`src/rtl/mfp_prescale_sched.sv`:
```
// MFP timer A-D prescaler scheduler, XCLK_I domain, toggle-handshake config.
// Define MFP_PRESCALE_RESTART_EN to clear the channel counter on every write.
module mfp_prescale_sched #(
   parameter int SYNC_STAGES = 2
) (
   input  logic       XCLK_I,
   input  logic       RST,
   input  logic       CFG_REQ,
   input  logic [1:0] CFG_CH,
   input  logic [2:0] CFG_CODE,
   output logic       CFG_ACK,
   output logic [3:0] TICK_TGL,
   output logic [3:0] TICK_PULSE,
   output logic [3:0] ACTIVE
);

   logic [SYNC_STAGES-1:0] sync;
   logic                   req_seen;
   logic                   req_hit;
   logic [2:0]             code [4];
   logic [7:0]             cnt  [4];
   logic [3:0]             wr_sel;
   logic [3:0]             stop_wr;
   logic [3:0]             expire;
   logic [3:0]             clr;

   function automatic logic [7:0] term_of(input logic [2:0] c);
      logic [7:0] t;
      case (c)
         3'd1:    t = 8'd3;
         3'd2:    t = 8'd9;
         3'd3:    t = 8'd15;
         3'd4:    t = 8'd49;
         3'd5:    t = 8'd63;
         3'd6:    t = 8'd99;
         3'd7:    t = 8'd199;
         default: t = 8'd0;
      endcase
      return t;
   endfunction

   assign req_hit = sync[SYNC_STAGES-1] != req_seen;

   // A stop write wins over an expiry landing on the apply edge
   always_comb begin
      wr_sel  = '0;
      stop_wr = '0;
      expire  = '0;
      clr     = '0;
      ACTIVE  = '0;
      for (int i = 0; i < 4; i++) begin
         wr_sel[i]  = req_hit && (CFG_CH == 2'(i));
         stop_wr[i] = wr_sel[i] && (CFG_CODE == 3'd0);
         ACTIVE[i]  = code[i] != 3'd0;
         expire[i]  = ACTIVE[i] && !stop_wr[i]
                   && (cnt[i] >= term_of(code[i]));
`ifdef MFP_PRESCALE_RESTART_EN
         clr[i] = !ACTIVE[i] || expire[i] || wr_sel[i];
`else
         clr[i] = !ACTIVE[i] || expire[i] || stop_wr[i];
`endif
      end
   end

   always_ff @(posedge XCLK_I) begin
      if (RST) begin
         sync       <= '0;
         req_seen   <= 1'b0;
         CFG_ACK    <= 1'b0;
         TICK_TGL   <= '0;
         TICK_PULSE <= '0;
         for (int i = 0; i < 4; i++) begin
            code[i] <= '0;
            cnt[i]  <= '0;
         end
      end else begin
         sync       <= {sync[SYNC_STAGES-2:0], CFG_REQ};
         TICK_PULSE <= expire;
         TICK_TGL   <= TICK_TGL ^ expire;
         if (req_hit) begin
            req_seen <= sync[SYNC_STAGES-1];
            CFG_ACK  <= ~CFG_ACK;
         end
         for (int i = 0; i < 4; i++) begin
            if (wr_sel[i])
               code[i] <= CFG_CODE;
            if (clr[i])
               cnt[i] <= '0;
            else
               cnt[i] <= cnt[i] + 8'd1;
         end
      end
   end

endmodule

```
`config.mk`:
```
export PLATFORM = sky130hd
export DESIGN_NAME = mfp_prescale_sched
export DESIGN_NICKNAME = d
export VERILOG_FILES = /design/src/rtl/mfp_prescale_sched.sv
export SDC_FILE = /design/constraint.sdc
export NUM_CORES = 1
export LEC_CHECK = 0
export ABC_AREA = 1
export CAP_MARGIN = 20
export CORE_MARGIN = 2
export CORE_UTILIZATION = 31
export DETAILED_ROUTE_END_ITERATION = 16
export GPL_TIMING_DRIVEN = 0
export PLACE_DENSITY = 0.52
export SLEW_MARGIN = 20
export SYNTH_ARGS = -nofsm -noshare
export SYNTH_HDL_FRONTEND = slang
export SYNTH_SLANG_ARGS = --single-unit
```
`constraint.sdc`:
```
create_clock -name XCLK_I -period 1.85 [get_ports XCLK_I]
set_input_delay 0.37 -clock XCLK_I [delete_from_list [all_inputs] [get_ports XCLK_I]]
set_output_delay 0.37 -clock XCLK_I [all_outputs]
set_load 0.01 [all_outputs]
```
* After elaboration in Yosys (flattened, before gate mapping)
Memories as Yosys holds them, arrays and structs flattened.
Index checks and enable logic that the tools add are counted.
** Word-level totals
- Register bits after elaboration :: 12
- Bits in writable memories :: 44
- Input bits :: 8
- Output and inout port bits :: 13
- Logic and storage cells :: 153
- Memories :: 2
** Memories
- cnt :: words 4, width 8, read ports 4, clocked after Yosys merged registers in 0, write ports 4, RTL line 21 : logic [7:0] cnt [4];
- code :: words 4, width 3, read ports 4, clocked after Yosys merged registers in 0, write ports 4, RTL line 20 : logic [2:0] code [4];
** Cells by class
- $add $sub $neg :: 4
- Order comparisons :: 4
- Equal/unequal tests :: 32
- Muxes and demuxes :: 54
- Bitwise logic cells :: 14
- Reduce and logical (&&, ||, !) cells :: 38
** Operator list (number)
- 8-bit one-hot mux with 7 select lines :: 4
- 8-bit two-way mux :: 8
- 3-bit equality test (second input constant) :: 16
- 1-bit two-way mux :: 38
- 8-bit by 1-bit adder with 8-bit output (second input constant) :: 4
- 8-bit >= comparator :: 4
- 3-bit by 2-bit equality test with 1-bit output (second input constant) :: 8
- 1-bit logical AND :: 16
- 3-bit by 1-bit equality test with 1-bit output (second input constant) :: 4
- 3-bit two-way mux :: 4
- 1-bit OR :: 12
- 3-bit nonzero test :: 4
- 1-bit zero test :: 8
- 1-bit logical OR :: 8
- 2-bit equality test (second input constant) :: 2
- 4-bit bitwise XOR :: 1
- 3-bit zero test :: 1
- 2-bit by 1-bit equality test with 1-bit output (second input constant) :: 1
- 2-bit zero test :: 1
- 1-bit != test :: 1
- 1-bit inverter :: 1

* Logic depth before layout (Yosys ltp)
Gate-level depths: netlist of run 1.
- Word-level depth :: 13
- Depth in mapped cells :: 15
- Mapped depth without buffers :: 15

* Worst setup path before layout of run 1
Ideal clock, no wire load.
- Path type :: register to register
- From :: mem code[3][2]
- To :: mem cnt[3][7] (data pin)
- Setup time :: 0.256 ns
- Data arrival time :: 1.621 ns
- Data required time :: 1.594 ns
- Path slack :: -0.027 ns
- Cell stages (with the launch flop) :: 12
- Path buffers :: 0
- Clock period less this slack :: 1.877 ns
- Path through :: edfxtp_1 or2_2 nor2_4 inv_1 ha_1 nand2_1 nor2_1 nor2_1 nand2_1 nand2_1 nand4_4 nor2_1
** RTL lines (RTL line)
- start, declared :: 20
- end, declared :: 21

==> out/qor.csv, run 1 <==
metric,value,unit
status,"finished, violations left",
failing checks,negative setup slack,
required time of the critical path,2000,ps
gr usage total,11.04,%
Std-Cell Rows,39,
period utilization,104.9,%
maximum root-to-sink buffer count,2,
CP Launch Type,flop,
Max VDD drop,0.0003985,V
fin cells,647,
CTS tree,done,
#FFs+latches synth,56,
Final Hold Viols,0,
clk_lat worst skew,290,ps
Leak,2.010,nW
Yosys warnings,0,
Synth Instances,422,
mean area per synthesized cell,8.545,um2
PortBufs,19,
core area,11370,um2
starting density of the core,31.72,%
global route overflow,0,
Worst-path clk slew,70,ps
Post-synth EDFFs,44,
met2 GRT Util,18.67,%
grt met3 use,2.504,%
list of most frequent post-synthesis cells,"nand2_1, nor2_1, inv_1, edfxtp_1, ha_1",
CTS sink count,56,
Tmin final,1941,ps
Crit Path Category,flop to flop,
RSZ-0062 raised after global routing,true,
first-pass GRT wire length,11200,um
Detailed Route WL,7031,um
Crit. End Element,flop,
I/O pin cnt,21,
Layout Skew,5.524,ps
post-layout net count,547,
# diodes,0,
share of cells above drive strength 1,23.41,%
DP HPWL,5110,um
Critical Path AT,2090,ps
initial drt markers,79,
sequential-to-total area share from yosys stat,43.30,%
top_reg_cell synth,edfxtp_1,
DP Area,4094,um2
Setup WS post-layout,-90.91,ps
maxcap violations,0,
number of buffers created by CTS,5,
final max-slew violation count,0,
setup violators final,25,
Die Area,12510,um2
vias post-DR,2810,
hold crit path type,input port to flop,
hold_buf cts,0,
routability cong.,0.8090,
Layout area overhead,29.56,%
top-area cell type share of the netlist area,36.64,%
Routed WL per cell,10.87,um
fmax,0.5152,GHz
most frequent cell after synthesis,nand2_1,
number of H-tree levels,2,
Root Driver,clkbuf_16,
pwr/cell area,652.6,nW/um2
Die X,111.9,um
Synth Cell Area,3606,um2
die height,111.9,um
Detail Route Antenna Nets,0,
Synth async-reset ratio,0,%
remaining routing DRC violations,0,
first drt pass iteration count,4,
GR met1 Demand/Resource,13.85,%
Via density,4.343,
Final Instance Area,4672,um2
Fin Hold WS,389.8,ps
gr busiest metal,met2,
most area-hungry cell type in the Yosys netlist,edfxtp_1,
largest cells by area after synthesis,"edfxtp_1, ha_1, nand2_1",
initial antenna violation count,0,
"Max FO, Critical Path",8,
count of cell types in the netlist,27,
largest net degree at the start of global routing,17,
DP Cell Count,615,
vias in the first global route,2582,
logic make-up (layout without fill, tap and decap cells):
group,count (synthesis),in the layout,synth area share [%]
simple gates,217,217,27.58
buf+inv,62,113,6.592
flops,56,56,43.30
fa+ha+maj,36,36,12.49
compound gates,26,26,4.094
xor+xnor,24,24,5.829
other cells,1,32,0.1040
layer usage:
metal  vias up  wire length [um]  part of all wire [%]
met1      1288              3293                    47
met5         -                 0                     0
met2        27              3452                    49
li1       1489                 -                     -
met3         6               177                   2.5
met4         0               107                   1.5
cell usage in the layout, fill, tap and decap left out, types with 2 or more instances in the layout:
master,instances
conb_1,32
dlygate4sd2_1,2
buf_4,22
xnor2_1,11
inv_1,53
nand3b_1,2
clkbuf_1,2
ha_1,31
nand4_4,4
nand4_1,2
a21oi_2,7
xor2_1,13
nor2_1,57
nor2_2,30
nand2_2,13
o21a_1,5
ha_4,5
a21oi_1,7
nand2_4,3
clkdlybuf4s50_1,15
o21ai_0,4
clkbuf_16,5
buf_6,3
inv_2,7
edfxtp_1,44
nand3_2,6
dfxtp_1,12
nor3_4,2
nand2_1,72
nor2_4,6
nand3_1,19
layout make-up:
cell class	count	area, um2
Sequential cell	56	1562
Tap cell	143	178.9
Buffer	2	12.51
Inverter	60	225.2
Multi-Input combinational cell	335	2182
Clock buffer	7	132.6
Clock inverter	1	5.005
Fill cell	1148	6698
Timing Repair Buffer	43	374.1
metrics by stage:
| stage | TNS [ps] | worst slack [ps] | total power, mW | utilization, % |
|---|---|---|---|---|
| finish | -897.8 | -90.91 | 3.049 | 41.09 |
| global route | -5463 | -193.4 | 3.214 | 41.09 |
| CTS | -142.7 | -22.85 | 3.022 | 39.01 |
| detailed placement | -5995 | -236.4 | 2.024 | 36.01 |
| global placement | -4572 | -199.9 | 2.007 | 36.01 |
| floorplan | 0 | 43.18 | 1.869 | - |
critical path, cell delays in order, from the launching register on:
cell and delay [ps]:
edfxtp_1 520, buf_6 180, a21oi_2 120, ha_1 250, nand2_1 80, nor2_1 50
nor2_1 80, nand2_1 70, nand2_2 90, nand4_4 210, nor2_1 140
worst paths after layout:
kind | from | to | slack (ps) | cells after the start
max reg2reg | code[2][2]$_SDFFCE_PN0P_ | cnt[2][5]$_SDFFCE_PN0P_ | -90 | 10
min reg2reg | sync[0]$_SDFF_PP0_ | sync[1]$_SDFF_PP0_ | 430 | 2
min | RST | TICK_PULSE[2]$_SDFF_PP0_ | 390 | 2
max | code[2][2]$_SDFFCE_PN0P_ | cnt[2][5]$_SDFFCE_PN0P_ | -90 | 10
repair_timing:
item / in CTS / in global routing
pin swaps: 26 / 22
resized for setup: 30 / 53
setup endpoints to repair: 43 / 41
buffers inserted: 15 / 9
hold endpoints to repair: 0 / 0
registers in the layout, indices dropped and copies added, names as in the netlist:
register,flops
cnt,32
CFG_ACK,1
TICK_TGL,4
req_seen,1
code,12
TICK_PULSE,4
sync,2
power breakdown:
group | leakage [nW] | internal, mW | total, mW | switching, mW
clock | 0.0679 | 0.503 | 0.936 | 0.433
sequential | 0.555 | 1.44 | 1.52 | 0.0807
combinational | 1.39 | 0.273 | 0.596 | 0.323
total | 2.01 | 2.21 | 3.05 | 0.837
Note: power is estimated with default switching activity, not from simulation.
==> run 2: changes to the inputs <==
--- a/config.mk
+++ b/config.mk
@@ -5,12 +5,12 @@
 export SDC_FILE = /design/constraint.sdc
 export NUM_CORES = 1
 export LEC_CHECK = 0
-export ABC_AREA = 1
 export CAP_MARGIN = 20
 export CORE_MARGIN = 2
 export CORE_UTILIZATION = 31
 export DETAILED_ROUTE_END_ITERATION = 16
 export GPL_TIMING_DRIVEN = 0
+export MAX_ROUTING_LAYER = met4
 export PLACE_DENSITY = 0.52
 export SLEW_MARGIN = 20
 export SYNTH_ARGS = -nofsm -noshare
==> out/qor.csv, run 2 <==
metric,value,unit,change
status,"finished, violations left",,
failing checks,negative setup slack,,
Tmin final,2307,ps,+365.8 ps
most frequent cell after synthesis,nor2_1,,
Layout area overhead,33.70,%,
CP Launch Type,flop,,
Detailed Route WL,6782,um,-3.5%
Critical Path AT,2480,ps,+390 ps
Detail Route Antenna Nets,0,,unchanged
#FFs+latches synth,56,,unchanged
maximum root-to-sink buffer count,2,,unchanged
FF-to-FF Start,code[1][2]$_SDFFCE_PN0P_,,
hold_buf cts,0,,unchanged
CTS sink count,56,,unchanged
Synth async-reset ratio,0,%,unchanged
vias in the first global route,2512,,-2.7%
Worst Tran Pin Value,759.1,ps,
setup TNS,-9478,ps,-8581 ps
Setup WS post-layout,-456.7,ps,-365.8 ps
Max VDD drop,0.0002928,V,-27%
Synth Cell Area,3453,um2,-4.2%
RSZ-0062 raised after global routing,true,,
Root Driver,clkbuf_8,,
Die Area,12000,um2,-4.1%
Final Hold Viols,0,,unchanged
most frequent cells in the layout,"edfxtp_1, conb_1, nor2_1, ha_1, nand2_1",,
number of buffers created by CTS,5,,unchanged
DP HPWL,4813,um,-5.8%
Routed WL per cell,11.67,um,+7.4%
global route overflow,0,,unchanged
top_reg_cell synth,edfxtp_1,,
largest net degree at the start of global routing,17,,unchanged
Synth Instances,360,,-15%
first drt pass iteration count,4,,unchanged
fmax,0.4335,GHz,-16%
first-pass GRT wire length,11230,um,+0.31%
Die X,109.5,um,-2.1%
share of cells above drive strength 1,25.40,%,+2.0 points
remaining routing DRC violations,0,,unchanged
list of most frequent post-synthesis cells,"nor2_1, edfxtp_1, ha_1, nand2_1",,
Std-Cell Rows,38,,-2.6%
Via density,4.609,,+6.1%
hold crit path type,flop to flop,,
initial drt markers,57,,-28%
period utilization,124.7,%,+20 points
mean area per synthesized cell,9.593,um2,+12%
initial antenna violation count,0,,unchanged
Crit Path Category,flop to flop,,
biggest regs,"cnt (32), code (12)",,
Fin Hold WS,445.1,ps,+55.24 ps
Worst-path clk slew,100,ps,+30 ps
# diodes,0,,unchanged
I/O pin cnt,21,,unchanged
required time of the critical path,2030,ps,+30 ps
Worst Setup SP,code[1][2]$_SDFFCE_PN0P_,,
number of H-tree levels,2,,unchanged
PortBufs,19,,unchanged
die height,109.5,um,-2.1%
Crit. End Element,flop,,
top-area cell type share of the netlist area,38.26,%,+1.6 points
routability cong.,0.7268,,-10%
Max-slew headroom,49.03,%,
max reg flops,32,,unchanged
Layout Skew,7.033,ps,+1.509 ps
largest cells by area after synthesis,"edfxtp_1, ha_1, dfxtp_1",,
pwr/cell area,617.2,nW/um2,-5.4%
Yosys warnings,0,,unchanged
Leak,1.832,nW,-8.9%
sequential-to-total area share from yosys stat,45.22,%,+1.9 points
final max-slew violation count,0,,unchanged
starting density of the core,31.86,%,+0.14 points
Biggest register,cnt,,
most area-hungry cell type in the Yosys netlist,edfxtp_1,,
post-layout net count,484,,-12%
setup violators final,40,,+60%
"leading cell type in the layout, fill and taps excluded",edfxtp_1,,
hold_sp,sync[0]$_SDFF_PP0_,,
core area,10840,um2,-4.7%
pre-CTS WS,-767.1,ps,-530.7 ps
vias post-DR,2678,,-4.7%
clk_lat worst skew,310,ps,+20 ps
gr usage total,12.18,%,+1.1 points
"Max FO, Critical Path",8,,unchanged
Tot Pwr,2.850,mW,-6.5%
maxcap violations,0,,unchanged
Post-synth EDFFs,44,,unchanged
CTS tree,done,,
count of cell types in the netlist,37,,+37%
run 2: area by class of cell:
class                      instances  area [um2]
clock inverter                     2       10.01
fill                            1084        6223
inverter                          19       71.32
buffer                             5       42.54
sequential                        56        1562
timing repair buffer              48       431.7
clock buffer                       6       82.58
tap                              140       175.2
multi-input combinational        305        2242
run 2: final timing paths:
kind         cells past startpoint  slack [ps]                      end
min reg2reg                      1         450       sync[1]$_SDFF_PP0_
max                              7        -460  cnt[1][3]$_SDFFCE_PN0P_
min                              1         450       sync[1]$_SDFF_PP0_
max reg2reg                      7        -460  cnt[1][3]$_SDFFCE_PN0P_
run 2: where the power goes:
part | switching (mW) | total (mW) | leakage (nW) | internal (mW)
Combinational | 0.317 | 0.629 | 1.23 | 0.311
Sequential | 0.0737 | 1.52 | 0.553 | 1.44
Clock | 0.406 | 0.706 | 0.0510 | 0.300
Total | 0.797 | 2.85 | 1.83 | 2.05
run 2: per-layer routing:
| layer | track usage, % | share of wire, % | routed length, um |
|---|---|---|---|
| met1 | 15.31 | 47 | 3175 |
| met2 | 19.89 | 50 | 3384 |
| met3 | 2.371 | 2.2 | 148 |
| met4 | 3.707 | 1.1 | 74 |
| met5 | - | 0 | 0 |
run 2: per-stage QoR:
| step | area [um2] | utilization [%] | instances |
|---|---|---|---|
| finish | 4617 | 42.59 | 581 |
| global placement | 3994 | 36.84 | 550 |
| CTS | 4305 | 39.72 | 571 |
| global route | 4617 | 42.59 | 581 |
| floorplan | 3628 | - | 391 |
| detailed placement | 3994 | 36.84 | 550 |
run 2: cell families after synthesis:
logic type	synth area share, %
buffers and inverters	3.297
flip-flops	45.22
AND/OR/NAND/NOR	23.12
XOR/XNOR	6.848
adder cells (fa/ha/maj)	13.04
other	0.1086
AO/OA/AOI/OAI	8.370
run 2: what timing repair did:
action                                  in CTS  in global routing
resized for setup                           36                 63
pin swaps                                   21                 37
endpoints found under the setup margin      56                 47
endpoints found under the hold margin        0                  0
setup buffers                               17                 12
run 2: worst max-delay path, cell delays in order, from the launching register on:
cell	delay, ps
edfxtp_1	450
or3_1	370
ha_1	270
and3_1	160
o21ai_2	180
a31oi_4	120
or4_4	500
nor2_1	130
